--- config.mk ---
export PLATFORM = sky130hd
export DESIGN_NAME = seq_pattern_tx
export DESIGN_NICKNAME = d
export VERILOG_FILES = /design/src/rtl/seq_pattern_tx.sv
export SDC_FILE = /design/constraint.sdc
export NUM_CORES = 1
export LEC_CHECK = 0
export ABC_AREA = 1
export CORE_ASPECT_RATIO = 1.5
export CORE_MARGIN = 10
export CORE_UTILIZATION = 25
export CTS_CLUSTER_SIZE = 40
export DETAILED_ROUTE_END_ITERATION = 8
export GPL_TIMING_DRIVEN = 0
export PLACE_DENSITY = 0.49
export SLEW_MARGIN = 15
export SYNTH_ARGS = -nofsm -noshare
export SYNTH_HDL_FRONTEND = slang
export SYNTH_SLANG_ARGS = --single-unit
--- constraint.sdc ---
create_clock -name clock -period 2.4 [get_ports clock]
set_input_delay 0.48 -clock clock [delete_from_list [all_inputs] [get_ports clock]]
set_output_delay 0.48 -clock clock [all_outputs]
set_load 0.01 [all_outputs]
--- src/rtl/seq_pattern_tx.sv ---
// seq_pattern_tx: MSB-first serial pattern transmitter
// with repeat frames, inter-frame gap and done pulse.
module seq_pattern_tx #(
  parameter int WIDTH      = 8,
  parameter int GAP_CYCLES = 2
) (
  input  logic             clock,
  input  logic             reset,
  input  logic             start,
  input  logic             abort,
  input  logic [WIDTH-1:0] pattern,
  input  logic [3:0]       len,
  input  logic [3:0]       repeat_cnt,
  output logic             I,
  output logic             valid,
  output logic             busy,
  output logic             done
);

  localparam logic [1:0] IDLE  = 2'd0;
  localparam logic [1:0] SHIFT = 2'd1;
  localparam logic [1:0] GAP   = 2'd2;
  localparam logic [1:0] DONE  = 2'd3;

  localparam int CW = (WIDTH > 15) ? $clog2(WIDTH + 1) : 4;
  localparam int GW = (GAP_CYCLES > 1) ? $clog2(GAP_CYCLES) : 1;

  localparam logic [CW-1:0] WMAX  = CW'(WIDTH);
  localparam logic [GW-1:0] GLAST =
    GW'((GAP_CYCLES > 0) ? GAP_CYCLES - 1 : 0);

  logic [1:0]       state;
  logic [WIDTH-1:0] pat_al;
  logic [WIDTH-1:0] shreg;
  logic [CW-1:0]    plen;
  logic [CW-1:0]    bitcnt;
  logic [3:0]       rep;
  logic [GW-1:0]    gapcnt;

  logic [CW-1:0]    lenx;
  logic [CW-1:0]    clen;
  logic [WIDTH-1:0] cpat;

  // clamp the requested length and left-align the pattern
  // so the first bit always sits in the top position
  always_comb begin
    lenx = CW'(len);
    clen = lenx;
    if (lenx == '0 || lenx > WMAX)
      clen = WMAX;
    cpat = pattern << (WMAX - clen);
  end

  // frame sequencer with registered serial outputs
  always_ff @(posedge clock or negedge reset) begin
    if (!reset) begin
      state  <= IDLE;
      pat_al <= '0;
      shreg  <= '0;
      plen   <= '0;
      bitcnt <= '0;
      rep    <= '0;
      gapcnt <= '0;
      I      <= 1'b0;
      valid  <= 1'b0;
      busy   <= 1'b0;
      done   <= 1'b0;
    end else if (abort && state != IDLE) begin
      state  <= IDLE;
      I      <= 1'b0;
      valid  <= 1'b0;
      busy   <= 1'b0;
      done   <= 1'b0;
    end else begin
      unique case (state)
        IDLE: begin
          if (start && !abort) begin
            state  <= SHIFT;
            pat_al <= cpat;
            shreg  <= cpat << 1;
            plen   <= clen;
            bitcnt <= clen - 1'b1;
            rep    <= repeat_cnt;
            I      <= cpat[WIDTH-1];
            valid  <= 1'b1;
            busy   <= 1'b1;
          end
        end
        SHIFT: begin
          if (bitcnt != '0) begin
            I      <= shreg[WIDTH-1];
            shreg  <= shreg << 1;
            bitcnt <= bitcnt - 1'b1;
          end else if (rep != '0) begin
            rep <= rep - 1'b1;
            if (GAP_CYCLES > 0) begin
              state  <= GAP;
              gapcnt <= GLAST;
              I      <= 1'b0;
              valid  <= 1'b0;
            end else begin
              shreg  <= pat_al << 1;
              bitcnt <= plen - 1'b1;
              I      <= pat_al[WIDTH-1];
            end
          end else begin
            state <= DONE;
            I     <= 1'b0;
            valid <= 1'b0;
            done  <= 1'b1;
          end
        end
        GAP: begin
          if (gapcnt == '0) begin
            state  <= SHIFT;
            shreg  <= pat_al << 1;
            bitcnt <= plen - 1'b1;
            I      <= pat_al[WIDTH-1];
            valid  <= 1'b1;
          end else begin
            gapcnt <= gapcnt - 1'b1;
          end
        end
        DONE: begin
          state <= IDLE;
          done  <= 1'b0;
          busy  <= 1'b0;
        end
        default: begin
          state <= IDLE;
          I     <= 1'b0;
          valid <= 1'b0;
          busy  <= 1'b0;
          done  <= 1'b0;
        end
      endcase
    end
  end

endmodule

==> results list <==
- At the end of routability-driven placement, the weighted congestion stood at approximately 0.83.
- Count of synthesis-stage warnings from yosys: 0
- In the final layout, flip-flops and latches occupy 850.8 sq um.
* Headroom to the max-slew limit: a little over two thirds
* Mean area per synthesized cell: 7.566 sq um
- The slowest stage of the critical path belongs to the cell sky130_fd_sc_hd__clkdlybuf4s50_1.
- Num CTS Buffers: 5
- The pre-antenna-repair detailed-routing pass consisted of 4 iterations.
* Cell count of the worst reg-to-reg path: 11
- The flow ran to the end, and the final reports show no timing, DRC or antenna violations.
- Fin nets: between 300 and 400
- Overflow left after global routing: 0
* Cell area after layout: 2835 sq um
* Largest incremental delay on the critical path: approximately 0.50 ns
- Worst clock skew: approximately 0.0034 ns
* Count of filler cells inserted in the layout: approximately 940
- In this run the remaining antenna-violating nets after routing total 0.
- Area taken by multi-input logic gates: around 1200 sq um
- The synthesized design contains 0 enable-type register cells.
- Slew at the pin with the worst max-slew slack: about 0.45 ns
* Final critical-path share of the clock period: 94.32%
- In this run the cell area measured after placement is around 2600 sq um.
* Met3 wire len: ~180 um
* Maximum clock insertion buffer count: 2
- Across every metal layer, demand over resource in global routing totals under 10%.
- Top routing layer in use: met4
- The post-route netlist has about 16% of its cells at a drive strength greater than 1.
- Detailed routing inserted a total of 2034 vias.
* Count of H-tree levels built during CTS: 2
* DIE HEIGHT: roughly 140 um
* Hold violation total from the final report: 0
- Fraction of synthesis flops using an asynchronous set or reset pin: between 90% and 100%
- Clock period minus final worst setup slack: ~2.3 ns
- The analysis attributes to cell leakage a power of roughly 1.3 nW.
- Starting Density: about 26%
* Launching element of the worst setup path: len[1]
- Category of cells accounting for the largest share of critical-path delay: buffers and inverters
- The clock net in this run drives a total of 34 sinks.
* Floorplan Core Area: around 8800 sq um
- The worst register-to-register path has a setup slack of around 0.20 ns.
- Drt initial violations: between 100 and 150
- The detailed router put a total of between 2 and 3 mm of wire on met1.
- Antenna diodes: 0
- Max-cap check violation count: 0
- Counting buffers and inverters, the worst setup path is 15 cells deep.
- Global-route wire length before repair: slightly below 10 mm
* Overall power of the completed layout: 3.237 mW
- Vias per Instance: between 4 and 5
- CTS clock-pin slew for the worst setup and hold paths: ~0.05 ns
- Setup-failing EPs final: 0
- 24 I/O pins were placed.
* Startpoint-to-endpoint class of the critical path: primary input to flop
- Clk Latency, worst-skew pair: ~0.28 ns
- Counting distinct cell types in the post-synthesis netlist gives 37.
- Seq cells post-synth: 34
- Crit path buf inv count: 5
- Counting every net in the synthesized netlist gives 324.
- Detail Placement HPWL: 4.555 mm
- The cell sitting at the root of the clock tree is a sky130_fd_sc_hd__clkbuf_16.
* CTS Hold Bufs: 0
- TritonCTS built the clock tree.
- Sequential elements use a little under two fifths of the synthesized area.
* Final wirelength: approximately 5.7 mm
* Synth-to-Final Area Change: 26.59%
* Endpoint of the worst-slack reg-to-reg timing path: bitcnt[2]$_DFFE_PN0P_
- Arrival time of the worst setup path: between 2 and 2.5 ns
- Max Slew Vio Count: 0
- X dimension of the die: just under 100 um
- Hold Path Class: primary input to async pin
- For the worst setup path, the data required time is 2.57 ns.
- Instance count of the mapped netlist: about 300
- STA classifies the critical path startpoint as a primary input.
- During placement, the flow inserted port buffers numbering 22.
* IR Drop Worst-Case VDD: between 0.3 and 0.4 mV
- Number of remaining DRC errors: 0
- Ordered list of cells on the worst path: clkdlybuf4s50_1 > inv_2 > nand2_2 > nand2_4 > nand3_4 > buf_8 > ha_1 > buf_6 > buf_4 > nand3_1 > nand3_1 > nand3_1 > nand2_1 > nand2_1 > nand2_1
- Routed length on met2: about 2.8 mm
- The startpoint identified for the worst register-to-register timing path is state[0]$_DFFE_PN0P_.
* Number of rows created at floorplan: between 40 and 50
* Mapped cell area: 2240 sq um
- Full die area: 13220 sq um
- CP endpoint: I$_DFFE_PN0P_
- STA classifies the critical path endpoint as a flop.
- Maximum number of pins on one net before global-route repair: 19
- Power density of the placed cells: roughly 1100 nW/um^2
- Number of antenna violations at the first check in global routing: 0
- Flip-flop cell with the highest count after synthesis: sky130_fd_sc_hd__dfrtp_1
- Routed wirelength normalized by instance count: 12.86 um
- Maximum clock frequency: between 400 and 500 MHz
- The via count of the first global-routing pass was 2065.
* Worst-path maximum fanout: 10
- In the final timing run, aggregate negative setup slack is 0 ns.
==> flip-flops by register name (all words and copies together) (netlist names) <==
| register | flops |
|---|---|
| I | 1 |
| bitcnt | 4 |
| busy | 1 |
| done | 1 |
| gapcnt | 1 |
| pat_al | 8 |
| plen | 4 |
| rep | 4 |
| shreg | 7 |
| state | 2 |
| valid | 1 |
==> per-layer routing <==
| layer | vias to the layer above | track usage, % |
|---|---|---|
| met5 | - | 0 |
| met4 | 0 | 4.781 |
| met3 | 10 | 1.778 |
| met2 | 44 | 15.61 |
| met1 | 932 | 9.866 |
| li1 | 1048 | - |
==> kinds of logic (layout without fill, tap and decap cells) <==
logic type                 Yosys count  count (layout)  share of synthesized area [%]
and+or+nand+nor                    146             146                          31.90
adders and majority gates            8               8                          4.469
AOI/OAI and AO/OA                   53              53                          14.36
DFF                                 34              34                          37.99
xor gates and xnor gates             3               3                          1.509
buffers and inverters               52              88                          9.776
==> layout by cell type, fill, tap and decap left out, types with 4 or more instances in the layout <==
master,instances
sky130_fd_sc_hd__nand3_2,6
sky130_fd_sc_hd__inv_1,35
sky130_fd_sc_hd__nand3_1,29
sky130_fd_sc_hd__nand2_4,5
sky130_fd_sc_hd__nand2_1,61
sky130_fd_sc_hd__clkdlybuf4s50_1,19
sky130_fd_sc_hd__nand4_1,9
sky130_fd_sc_hd__o21ai_0,26
sky130_fd_sc_hd__nor2_1,22
sky130_fd_sc_hd__dfrtp_1,34
sky130_fd_sc_hd__buf_2,4
sky130_fd_sc_hd__clkbuf_16,5
sky130_fd_sc_hd__nand2_2,8
sky130_fd_sc_hd__buf_4,6
sky130_fd_sc_hd__inv_2,6
sky130_fd_sc_hd__a21oi_1,5
sky130_fd_sc_hd__clkbuf_1,5
sky130_fd_sc_hd__ha_1,7
==> layout make-up <==
type                            instances  area share, %
Buffer                                  9          2.251
Clock buffer                            7          4.678
Inverter                               43          5.825
Multi-Input combinational cell        210          42.19
Sequential cell                        34          30.01
Tap cell                              110          4.854
Timing Repair Buffer                   29          10.19
==> worst min path at each step <==
stage / slack (ns) / endpoint / start / cells after the start
floorplan: 0.18 / I$_DFFE_PN0P_ / reset / 0
global placement: 0.46 / pat_al[0]$_DFFE_PN0P_ / pat_al[0]$_DFFE_PN0P_ / 2
detailed placement: 0.45 / rep[0]$_DFFE_PN0P_ / reset / 1
CTS: 0.16 / rep[0]$_DFFE_PN0P_ / reset / 1
global route: 0.18 / rep[0]$_DFFE_PN0P_ / reset / 1
finish: 0.14 / rep[0]$_DFFE_PN0P_ / reset / 1
==> cells in the mapped netlist, types with 3 or more instances <==
library cell | number | area (sq um)
sky130_fd_sc_hd__nand2_1 | 62 | 232.7
sky130_fd_sc_hd__inv_1 | 38 | 142.6
sky130_fd_sc_hd__dfrtp_1 | 34 | 850.8
sky130_fd_sc_hd__nand3_1 | 31 | 155.2
sky130_fd_sc_hd__o21ai_0 | 26 | 130.1
sky130_fd_sc_hd__nor2_1 | 22 | 82.58
sky130_fd_sc_hd__nand4_1 | 9 | 56.30
sky130_fd_sc_hd__ha_1 | 8 | 100.1
sky130_fd_sc_hd__nand2_2 | 7 | 43.79
sky130_fd_sc_hd__a21oi_1 | 5 | 25.02
sky130_fd_sc_hd__nand2_4 | 5 | 56.30
sky130_fd_sc_hd__buf_2 | 4 | 20.02
sky130_fd_sc_hd__inv_2 | 4 | 15.01
sky130_fd_sc_hd__nand3_2 | 4 | 40.04
sky130_fd_sc_hd__a22oi_1 | 3 | 22.52
sky130_fd_sc_hd__clkbuf_1 | 3 | 11.26
sky130_fd_sc_hd__nor2_2 | 3 | 18.77
sky130_fd_sc_hd__o21ai_1 | 3 | 15.01
==> power breakdown <==
group	internal (mW)	switching [mW]	leakage (nW)	total [mW]
sequential	0.865	0.160	0.420	1.03
clock	0.379	0.229	0.0640	0.608
combinational	0.620	0.984	0.853	1.60
total	1.86	1.37	1.34	3.24
==> per-stage QoR <==
stage	util, %	hold WS, ns	setup slack, ns	cells
after CTS	31.85	0.1616	0.02091	439
after detailed placement	29.85	0.4532	-0.5272	429
after floorplan	-	0.1844	0.2174	296
after global routing	32.31	0.1842	-0.009071	442
final	32.31	0.1427	0.1364	442
after global placement	29.60	0.4594	-0.5006	428
==> repair_timing <==
item                       4_1_cts  5_1_grt
hold endpoints to repair         0        0
setup endpoints to repair       15       16
gates resized for setup          5        7
buffers inserted                 3        3
pin swaps                        1        1
(Power assumes the default switching activity.)
